File: config.mk
export PLATFORM = sky130hd
export DESIGN_NAME = counter_share_ctrl_flat
export DESIGN_NICKNAME = d
export VERILOG_FILES = /design/src/rtl/counter_share_ctrl_if.sv /design/src/rtl/counter_share_ctrl.sv /design/src/flat_wrapper.sv
export SDC_FILE = /design/constraint.sdc
export NUM_CORES = 1
export LEC_CHECK = 0
export ABC_AREA = 1
export CORE_MARGIN = 5
export CORE_UTILIZATION = 49
export CTS_CLUSTER_DIAMETER = 50
export DETAILED_ROUTE_END_ITERATION = 16
export DONT_BUFFER_PORTS = 1
export SYNTH_ARGS = -nofsm -noshare
export SYNTH_HDL_FRONTEND = slang
export SYNTH_SLANG_ARGS = --single-unit
File: constraint.sdc
create_clock -name clk -period 4.25 [get_ports clk]
set_clock_uncertainty 0.15 [all_clocks]
set_input_delay 0.85 -clock clk [delete_from_list [all_inputs] [get_ports clk]]
set_output_delay 0.85 -clock clk [all_outputs]
set_load 0.01 [all_outputs]
File: src/rtl/counter_share_ctrl_if.sv
// Bus between the requester blocks and the shared-counter controller.
// The requester side drives req/dur/en; the controller drives the rest.
interface counter_share_ctrl_if #(
  parameter int NREQ = 4,
  parameter int CW   = 4
);
  logic [NREQ-1:0]    req;
  logic [NREQ*CW-1:0] dur;
  logic               en;
  logic [NREQ-1:0]    grant;
  logic               busy;
  logic [CW-1:0]      count;
  logic [NREQ-1:0]    done;

  modport master (output req, dur, en, input grant, busy, count, done);
  modport slave  (input req, dur, en, output grant, busy, count, done);
endinterface

File: src/rtl/counter_share_ctrl.sv
// Time-shares one CW-bit up-counter between NREQ requesters.
// Round-robin pick in IDLE, count in RUN under the global enable,
// one-cycle done pulse in DONE. Every output is a register.
module counter_share_ctrl #(
  parameter int NREQ = 4,
  parameter int CW   = 4
) (
  input logic                 clk,
  input logic                 reset,
  counter_share_ctrl_if.slave bus
);
  localparam int IW = (NREQ > 1) ? $clog2(NREQ) : 1;

  typedef enum logic [1:0] {S_IDLE, S_RUN, S_DONE} state_t;

  state_t                    r_state, w_state_nxt;
  logic [IW-1:0]             r_owner, w_owner_nxt;
  logic [IW-1:0]             r_ptr, w_ptr_nxt;
  logic [IW-1:0]             w_win, w_cand, w_owner_inc;
  logic                      w_found;
  logic [CW-1:0]             r_dur, w_dur_nxt;
  logic [CW-1:0]             r_count, w_count_nxt;
  logic [NREQ-1:0]           r_grant, w_grant_nxt;
  logic [NREQ-1:0]           r_done, w_done_nxt;
  logic                      r_busy;
  logic                      w_own_req, w_at_end;
  logic [NREQ-1:0][CW-1:0]   w_dur_arr;

  // (a + b) mod NREQ, works for non-power-of-two NREQ too
  function automatic logic [IW-1:0] wrap_add(input logic [IW-1:0] a, input int b);
    return IW'((int'(a) + b) % NREQ);
  endfunction

  assign w_dur_arr   = bus.dur;
  assign w_own_req   = bus.req[r_owner];
  assign w_at_end    = (r_count == r_dur);
  assign w_owner_inc = wrap_add(r_owner, 1);

  // Round-robin search: first requester at or after the pointer
  always_comb begin
    w_found = 1'b0;
    w_win   = r_ptr;
    w_cand  = r_ptr;
    for (int j = 0; j < NREQ; j++) begin
      w_cand = wrap_add(r_ptr, j);
      if (!w_found && bus.req[w_cand]) begin
        w_found = 1'b1;
        w_win   = w_cand;
      end
    end
  end

  // State register plus all registered outputs and bookkeeping
  always_ff @(posedge clk) begin
    if (reset) begin
      r_state <= S_IDLE;
      r_owner <= '0;
      r_ptr   <= '0;
      r_dur   <= '0;
      r_count <= '0;
      r_grant <= '0;
      r_done  <= '0;
      r_busy  <= 1'b0;
    end else begin
      r_state <= w_state_nxt;
      r_owner <= w_owner_nxt;
      r_ptr   <= w_ptr_nxt;
      r_dur   <= w_dur_nxt;
      r_count <= w_count_nxt;
      r_grant <= w_grant_nxt;
      r_done  <= w_done_nxt;
      r_busy  <= (w_state_nxt != S_IDLE);
    end
  end

  // Next-state: withdrawal beats completion, completion beats counting
  always_comb begin
    w_state_nxt = r_state;
    case (r_state)
      S_IDLE: if (w_found) w_state_nxt = S_RUN;
      S_RUN: begin
        if (!w_own_req)    w_state_nxt = S_IDLE;
        else if (w_at_end) w_state_nxt = S_DONE;
      end
      S_DONE:  w_state_nxt = S_IDLE;
      default: w_state_nxt = S_IDLE;
    endcase
  end

  // Next values of the registered outputs, latched duration and pointer
  always_comb begin
    w_owner_nxt = r_owner;
    w_ptr_nxt   = r_ptr;
    w_dur_nxt   = r_dur;
    w_count_nxt = r_count;
    w_grant_nxt = r_grant;
    w_done_nxt  = '0;
    case (r_state)
      S_IDLE: begin
        w_grant_nxt = '0;
        w_count_nxt = '0;
        if (w_found) begin
          w_owner_nxt        = w_win;
          w_dur_nxt          = w_dur_arr[w_win];
          w_grant_nxt[w_win] = 1'b1;
        end
      end
      S_RUN: begin
        if (!w_own_req) begin
          // aborted interval: release without a done pulse
          w_grant_nxt = '0;
          w_count_nxt = '0;
          w_ptr_nxt   = w_owner_inc;
        end else if (w_at_end) begin
          w_done_nxt[r_owner] = 1'b1;
          w_ptr_nxt           = w_owner_inc;
        end else if (bus.en) begin
          w_count_nxt = r_count + 1'b1;
        end
      end
      S_DONE: begin
        w_grant_nxt = '0;
        w_count_nxt = '0;
      end
      default: begin
        w_grant_nxt = '0;
        w_count_nxt = '0;
      end
    endcase
  end

  assign bus.grant = r_grant;
  assign bus.busy  = r_busy;
  assign bus.count = r_count;
  assign bus.done  = r_done;
endmodule

File: src/flat_wrapper.sv
// flat-port wrapper written by rule: the top's interface ports become plain ports
module counter_share_ctrl_flat 
#(
  parameter int NREQ = 4,
  parameter int CW   = 4
)
  (clk, reset, bus_req, bus_dur, bus_en, bus_grant, bus_busy, bus_count, bus_done);
  counter_share_ctrl_if #(.NREQ(NREQ), .CW(CW)) bus_i ();
  input logic clk;
  input logic reset;
  input wire logic [$bits(bus_i.req)-1:0] bus_req;
  input wire logic [$bits(bus_i.dur)-1:0] bus_dur;
  input wire logic [$bits(bus_i.en)-1:0] bus_en;
  output wire logic [$bits(bus_i.grant)-1:0] bus_grant;
  output wire logic [$bits(bus_i.busy)-1:0] bus_busy;
  output wire logic [$bits(bus_i.count)-1:0] bus_count;
  output wire logic [$bits(bus_i.done)-1:0] bus_done;
  assign bus_i.req = bus_req;
  assign bus_i.dur = bus_dur;
  assign bus_i.en = bus_en;
  assign bus_grant = bus_i.grant;
  assign bus_busy = bus_i.busy;
  assign bus_count = bus_i.count;
  assign bus_done = bus_i.done;
  counter_share_ctrl #(.NREQ(NREQ), .CW(CW)) u_core (.clk(clk), .reset(reset), .bus(bus_i));
endmodule
# Word level (Yosys, flattened, before mapping)
# Cells that the tools add are included.
# op_classes
mux,32
n_eq_ne,4
bitwise,3
add_sub_neg,5
reduce_logical,15
n_lt_le_gt_ge,8
# ops
op,n
$lt 2x3->1 const B,6
$mux 2,8
$mux 4,3
$mux 1,11
$bmux 1 s2,5
$bmux 4 s2,1
$pmux 4 s2,1
$reduce_and 2->1,3
$logic_and 1x1->1,5
$add 2x1->2 const B,2
$add 2x2->2 const B,2
$add 4x1->4 const B,1
$demux 1 s2,2
$eq 4x4->1,1
$ge 2x1->1 const B,2
$ne 2x2->1 const B,2
$pmux 2 s2,1
$reduce_or 4->1,1
$logic_not 1->1,3
$not 1->1,3
$reduce_or 3->1,1
$eq 2x1->1 const B,1
$logic_not 2->1,1
$reduce_bool 2->1,1
# word_totals
regBits,23

# Longest topological paths before layout
# Gate-level depths: netlist of the first run.
# depth
ltp_word,18
depth_mapped,17
depth_no_buf,16

# Worst setup path after synthesis of the first run
# No wires, ideal clock.
# synth_timing
path_kind,input to register
startpoint,input port bus_req[1]
endpoint,register u_core.r_dur[3]
path_slack_ns,2.110
arrival_ns,1.877
n_path_buf,0
setup_time_ns,0.113
stages,14
cell_sequence,inv_1 nand2_1 nand3_1 nand2_2 nor2_8 nand2_1 nand2_1 nand2_1 nand2_1 nand2_1 nand2_1 nand2_1 o21ai_1 inv_1
# synth_between
elab_chain_len,14
elab_cells_between_ends,24
# synth_rtl
item,line,rtl
start: declaration,flat_wrapper.sv:11,input wire logic [$bits(bus_i.req)-1:0] bus_req;
$bmux 1 s2,counter_share_ctrl.sv:46,if (!w_found && bus.req[w_cand]) begin
$mux 1 (not written as such),counter_share_ctrl.sv:46,
$mux 1,counter_share_ctrl.sv:46,
$logic_not 1->1,counter_share_ctrl.sv:46,
$logic_and 1x1->1,counter_share_ctrl.sv:46,
$mux 1,counter_share_ctrl.sv:46,
$logic_not 1->1,counter_share_ctrl.sv:46,
$logic_and 1x1->1,counter_share_ctrl.sv:46,
$mux 1,counter_share_ctrl.sv:46,
$logic_not 1->1,counter_share_ctrl.sv:46,
$logic_and 1x1->1,counter_share_ctrl.sv:46,
$mux 2,counter_share_ctrl.sv:46,
$bmux 4 s2,counter_share_ctrl.sv:104,w_dur_nxt = w_dur_arr[w_win];
$mux 4 (not written as such),counter_share_ctrl.sv:104,
end signal: assignment,counter_share_ctrl.sv:68,r_dur <= w_dur_nxt;
end: declaration,counter_share_ctrl.sv:21,"logic [CW-1:0] r_dur, w_dur_nxt;"
# Several ways; a longest one is shown, not always the timed one. The select of a mux whose other input is x is not followed.
# A chain may end at the register's enable or synchronous reset.

# Worst setup path in the final report of the first run
# layout_timing
startpoint,register u_core.r_ptr[0]
endpoint,register u_core.r_dur[2]
# layout_between
elab_chain_len,14
elab_cells_between_ends,27
# layout_rtl
item,line,rtl
start: declaration,counter_share_ctrl.sv:18,"logic [IW-1:0] r_ptr, w_ptr_nxt;"
start signal: assignment,counter_share_ctrl.sv:67,r_ptr <= w_ptr_nxt;
branches (longest 14 deep; another with $add 2x1->2),n/a,
# Several ways; the timed one is not identified. The select of a mux whose other input is x is not followed.

==> metrics.txt, run 1 <==
fin crit period=2.43 ns; number of max-cap violations=0; total of flip-flops plus latches after synthesis=23; sum of buffers and inverters on the critical path=2; Worst-Skew Late Latency=0.31 ns; post-CTS setup buffer count=0; first-pass GRT wire length=5330 um; post-synthesis instance area=0.00151 mm^2; clock buffers created by TritonCTS=3; wire length after detailed routing=3250 um; area used by sequential logic in the layout=460 um^2; power share of the combinational group=64.1%; first-pass detailed-route iteration total=4; internal power of the cells=0.000560 W; max-slew violation count=0; biggest area consumer among synthesized cells=sky130_fd_sc_hd__dfxtp_1; final instance area=0.00155 mm^2; slowest stage cell on the critical path=sky130_fd_sc_hd__dfxtp_1; initial antenna violation count=0; CP delay by family, top=simple AND/OR/NAND/NOR gates; residual DRC count=0; status=complete, no violations; Clock H-tree levels=1; pin count of the biggest net entering global routing=15; average cell area after synthesis=6.46 um^2; largest cells by area after synthesis=sky130_fd_sc_hd__dfxtp_1 (30%), sky130_fd_sc_hd__nand2_1 (19%), sky130_fd_sc_hd__inv_1 (7.2%); GP Congestion=0.823; final core utilization=51.7%; fraction of power spent switching nets=54.4%; cell count after synthesis=234; core area=0.00300 mm^2; # nets final=263; total count of hold-check failures in the final report=0; via count of the first global-routing pass=1,285; final setup fails=0; TritonCTS clock tree=built; Least-Margin Pin Slew=0.510 ns; Unique masters post-synth=24; via density per instance=5.26; worst hold margin=0.340 ns; fraction of the yosys area taken by sequential cells=30.4%; Relative slew margins=66.0%; DIE WIDTH=65.6 um; leakage component of the power=0.771 nW; arrival time of data at the critical path endpoint=2.53 ns; most used cell, CP=sky130_fd_sc_hd__nand2_1; growth of design area from synthesis to finish=2.56%; vias=1,405; remaining global-route overflow=0; Buffers on Ports=0; power density normalized to cell area=792 mW/mm^2; number of routed nets with antenna violations=0; Period Utilization, post-route=57.1%; CTS Sinks=23; Avg WL per Cell=12.2 um; peak supply drop=0.327 mV; total inserted antenna cells=0; required arrival time at the worst endpoint=4.35 ns; layout cell share with drive strength beyond 1=11.5%; kind of start point of the critical path=register; type of the worst setup path=reg2reg; area taken by multi-input logic gates=906 um^2; net count after synthesis=262; sequential share of power=28.0%; Post-CTS Hold Fix Bufs=0; RSZ-0062 raised after global routing=no; count of instances resized after the clock tree is built=0; clock-pin slew reported for the worst setup and hold paths after clock tree synthesis=0.12 ns; Starting Density=50.4%; Yosys warning count=0; worst-path cell chain=inv_2, nand2_1, nand2_1, nand2_1, nand2_4, nor2_8, nand4_4, nand2_4, nand2_2, nand2_1, inv_1, nand2_1, nand3_1, a21oi_1; maximum cell stage delay along the critical path=0.66 ns; setup tns final=0 ns; fmax=412 MHz; Filler cells=343; area of the die=0.00430 mm^2; count of boundary I/O pins=36; standard-cell row count=20; proportion of netlist area held by the largest area contributor=30.4%; type of the tightest min-delay check=reg2reg; overall global routing resource usage=15.4%; detailed placer's ending HPWL=2610 um; Die Height=65.6 um; Clk network pwr share=7.9%; Switch Pwr=0.000668 W; DRC marker count from the first detailed-route iteration=91; clk buf depth=2; CP Max Fanout=14; capturing element type of the critical path=register; Cell Area, Placed=0.00152 mm^2; CTS root buffer=sky130_fd_sc_hd__clkbuf_4
[path summary, 6_finish.rpt]
kind,from,slack [ns],end,depth (start not counted)
max,u_core.r_ptr[0],1.82,u_core.r_dur[2],14
min,u_core.r_dur[0],0.34,u_core.r_dur[0],2
max reg2reg,u_core.r_ptr[0],1.82,u_core.r_dur[2],14
min reg2reg,u_core.r_dur[0],0.34,u_core.r_dur[0],2
[sequential cells by signal, summed over array words and instances, names as in the netlist]
register	flops
u_core.bus.grant	4
u_core.r_state	2
u_core.bus.done	4
u_core.r_owner	2
u_core.bus.busy	1
u_core.bus.count	4
u_core.r_dur	4
u_core.r_ptr	2
[Yosys cell counts]
master and n:
sky130_fd_sc_hd__nand2_1 75, sky130_fd_sc_hd__inv_1 29, sky130_fd_sc_hd__dfxtp_1 23, sky130_fd_sc_hd__nand3_1 19, sky130_fd_sc_hd__a21oi_1 18, sky130_fd_sc_hd__nor2_1 16, sky130_fd_sc_hd__nand2_2 13, sky130_fd_sc_hd__o21ai_0 11
sky130_fd_sc_hd__ha_1 5, sky130_fd_sc_hd__nand2_4 3, sky130_fd_sc_hd__nand3b_1 3, sky130_fd_sc_hd__nand4_1 3, sky130_fd_sc_hd__xor2_1 3, sky130_fd_sc_hd__buf_4 2, sky130_fd_sc_hd__inv_2 2, sky130_fd_sc_hd__a21boi_1 1
sky130_fd_sc_hd__buf_6 1, sky130_fd_sc_hd__clkbuf_1 1, sky130_fd_sc_hd__nand4_2 1, sky130_fd_sc_hd__nand4_4 1, sky130_fd_sc_hd__nor2_2 1, sky130_fd_sc_hd__nor2_8 1, sky130_fd_sc_hd__o21ai_1 1, sky130_fd_sc_hd__or2_2 1
[cell usage in the layout, fill, tap and decap left out, drive strengths merged]
| master | count |
|---|---|
| inv | 31 |
| xor2 | 3 |
| nand3b | 3 |
| o21ai | 12 |
| clkinv | 1 |
| nand2 | 91 |
| dfxtp | 23 |
| nand3 | 19 |
| nand4 | 5 |
| a21boi | 1 |
| a21oi | 18 |
| ha | 5 |
| clkbuf | 3 |
| nor2 | 18 |
| or2 | 1 |
[worst min-delay path: cells and delay by family (launching register included)]
| family | cells | cell delay, ns |
|---|---|---|
| DFF | 1 | 0.35 |
| and+or+nand+nor | 1 | 0.06 |
| AOI/OAI and AO/OA | 1 | 0.05 |
[cell families (layout without fill, tap and decap cells)]
| group | after synthesis | after routing | synth area share (%) |
|---|---|---|---|
| buf+inv | 35 | 35 | 9.68 |
| flops | 23 | 23 | 30.4 |
| fa+ha+maj | 5 | 5 | 4.14 |
| simple gates | 137 | 137 | 43.6 |
| xor+xnor | 3 | 3 | 1.74 |
| compound gates | 31 | 31 | 10.4 |
[power by group through the flow]
| stage | clock network [W] | logic (W) | registers (W) |
|---|---|---|---|
| 2_1_floorplan | 0 | 0.000690 | 0.000318 |
| 3_3_place_gp | 0 | 0.000772 | 0.000349 |
| 3_5_place_dp | 0 | 0.000791 | 0.000351 |
| 4_1_cts | 0.000101 | 0.000795 | 0.000345 |
| 5_1_grt | 0.000110 | 0.000907 | 0.000354 |
| 6_report | 0.0000972 | 0.000787 | 0.000344 |
[per-layer routing]
metal | GRT usage, % | part of all wire [%]
met1 | 18.2 | 43
met5 | 0 | 0
met3 | 4.79 | 6.1
met2 | 28.2 | 51
met4 | 1.04 | 0.18
[area by class of cell]
class | instances | area share, %
Multi-Input combinational cell | 176 | 58.4
Tap cell | 33 | 2.66
Sequential cell | 23 | 29.7
Clock inverter | 1 | 0.323
Clock buffer | 3 | 1.45
Inverter | 31 | 7.50
[stage by stage]
step	power (W)	worst slack (ns)	std cells
after floorplan	0.00101	2.11	234
after global placement	0.00112	1.90	263
after detailed placement	0.00114	1.85	263
after CTS	0.00124	1.84	267
after global routing	0.00137	1.57	267
final	0.00123	1.82	267
Note: power is estimated with default switching activity, not from simulation.
==> inputs of run 2 (changes only) <==
- PLACE_DENSITY: not set -> 0.66
- clock period: 4.25 -> 1.98 ns (I/O delays scaled with it)
==> metrics.txt, run 2 (synthesis gave the netlist of run 1 again) <==
final setup slack of the worst path=0.0467 ns (-1.77 ns); pin count of the biggest net entering global routing=13 (-2); most used cell, CP=sky130_fd_sc_hd__nand2_2; final setup fails=0 (unchanged); clock-pin slew reported for the worst setup and hold paths after clock tree synthesis=0.12 ns (about the same); overall global routing resource usage=15.3% (-0.10 points); CTS root buffer=sky130_fd_sc_hd__clkbuf_4; Starting Density=50.4% (unchanged); capturing element type of the critical path=register; residual DRC count=0 (unchanged); fin crit period=1.93 ns (-0.495 ns); met3 track demand over resource=5.30% (+0.51 points); max-slew violation count=0 (unchanged); required arrival time at the worst endpoint=2.03 ns (-2.32 ns); wire length after detailed routing=3470 um (+7.0%); type of the tightest min-delay check=in2reg; Clock H-tree levels=1 (unchanged); GR peak layer=met2; power after layout=0.00325 W (+160%); Filler cells=285 (-17%); CTS Sinks=23 (unchanged); GR met1 Demand/Resource=19.0% (+0.86 points); Cell Area, Placed=0.00158 mm^2 (+3.9%); met2 track demand over resource=25.9% (-2.3 points); total inserted antenna cells=0 (unchanged); setup tns final=0 ns (unchanged); via count of the first global-routing pass=1,298 (+1.0%); Worst-Skew Late Latency=0.31 ns (about the same); initial antenna violation count=0 (unchanged); peak supply drop=1.13 mV (+250%); TritonCTS clock tree=built; area of the die=0.00430 mm^2 (unchanged); Buffers on Ports=0 (unchanged); core area=0.00300 mm^2 (unchanged); Least-Margin Pin Slew=0.307 ns (-0.202 ns); total count of hold-check failures in the final report=0 (unchanged); slowest stage cell on the critical path=sky130_fd_sc_hd__dfxtp_4; fmax=517 MHz (+26%); area taken by multi-input logic gates=996 um^2 (+9.9%); Relative slew margins=79.4% (+13 points); area used by sequential logic in the layout=465 um^2 (+1.1%); CP Max Fanout=5 (-9); final instance area=0.00177 mm^2 (+14%); first-pass GRT wire length=5260 um (-1.3%); DRC marker count from the first detailed-route iteration=98 (+7.7%); number of routed nets with antenna violations=0 (unchanged); count of boundary I/O pins=36 (unchanged); final core utilization=59.0% (+7.4 points); layout cell share with drive strength beyond 1=20.8% (+9.3 points); remaining global-route overflow=0 (unchanged); worst-path cell chain=clkbuf_16, nand2_2, nand2_2, nand2_2, nand2_4, nand2_2, nand2_1, nand2_2, buf_4, nand2_4, nand3b_1, nand2_1, nand2_1, nand3_1, a21oi_1; RSZ-0062 raised after global routing=yes; sum of buffers and inverters on the critical path=2 (unchanged); clk buf depth=2 (unchanged); first-pass detailed-route iteration total=4 (unchanged); vias=1,459 (+3.8%); Die Height=65.6 um (unchanged); status=complete, no violations; GP Congestion=0.800 (-2.7%); Placement Setup Slack=0.0109 ns (-1.84 ns); detailed placer's ending HPWL=2540 um (-2.8%); maximum cell stage delay along the critical path=0.40 ns (-0.26 ns); clock buffers created by TritonCTS=3 (unchanged); most common library cell in the layout ignoring fill and taps=sky130_fd_sc_hd__nand2_1; top library cells by usage in the layout, fill and taps aside=sky130_fd_sc_hd__nand2_1 (68), sky130_fd_sc_hd__inv_1 (29), sky130_fd_sc_hd__dfxtp_1 (21), sky130_fd_sc_hd__nand2_2 (19), sky130_fd_sc_hd__nand3_1 (19); DIE WIDTH=65.6 um (unchanged); # nets final=279 (+6.1%); number of max-cap violations=0 (unchanged); type of the worst setup path=reg2reg; standard-cell row count=20 (unchanged); Avg WL per Cell=12.3 um (+0.92%); growth of design area from synthesis to finish=17.2%; CP delay by family, top=simple AND/OR/NAND/NOR gates; leakage component of the power=0.860 nW (+12%); via density per instance=5.16 (-2.0%); power density normalized to cell area=1830 mW/mm^2 (+130%); kind of start point of the critical path=register; arrival time of data at the critical path endpoint=1.98 ns (-0.55 ns); Period Utilization, post-route=97.6% (+40 points)
run 2: changes by cell type in the layout (fill, tap and decap cells not counted), moves of 2 or more:
cell and change:
sky130_fd_sc_hd__nand2_8 +2, sky130_fd_sc_hd__buf_4 +10, sky130_fd_sc_hd__nand2_2 +6, sky130_fd_sc_hd__dfxtp_1 -2, sky130_fd_sc_hd__nand2_1 -7
run 2: metrics by stage:
stage	hold slack [ns]	cells
after floorplan	0.304	234
after global placement	0.312	271
after detailed placement	0.313	271
after CTS	0.0378	276
after global routing	0.0549	283
final	0.0510	283
run 2: timing repair:
item	in CTS	in global routing
pin swaps	0	6
endpoints found under the hold margin	7	0
gates cloned	0	4
setup buffers	0	3
hold buffers	1	0
endpoints found under the setup margin	4	15
gates resized for setup	2	19
run 2: worst paths after layout:
check | slack, ns | cells after the start | from | to
hold / removal | 0.05 | 1 | reset | u_core.bus.busy
setup reg to reg | 0.05 | 15 | u_core.r_ptr[0] | u_core.r_dur[0]
hold reg to reg | 0.33 | 2 | u_core.r_dur[0] | u_core.r_dur[0]
setup / recovery | 0.05 | 15 | u_core.r_ptr[0] | u_core.r_dur[0]
run 2: layer usage:
layer,up-vias,part of all wire (%)
met5,-,0
met4,0,0.78
met3,6,7.4
met2,43,45
met1,633,46
li1,777,-
run 2: power by group:
group / internal [W] / switching (W) / total, W
Sequential: 0.000594 / 0.000131 / 0.000725
Clock: 0.0000786 / 0.000128 / 0.000207
Combinational: 0.000896 / 0.00142 / 0.00231
Total: 0.00157 / 0.00168 / 0.00325
run 2: area by class of cell:
cell class	count	area share, %
inverter	31	6.70
tap	33	2.33
clock buffer	4	1.48
multi-input combinational	179	56.2
timing repair buffer	13	7.06
sequential	23	26.3
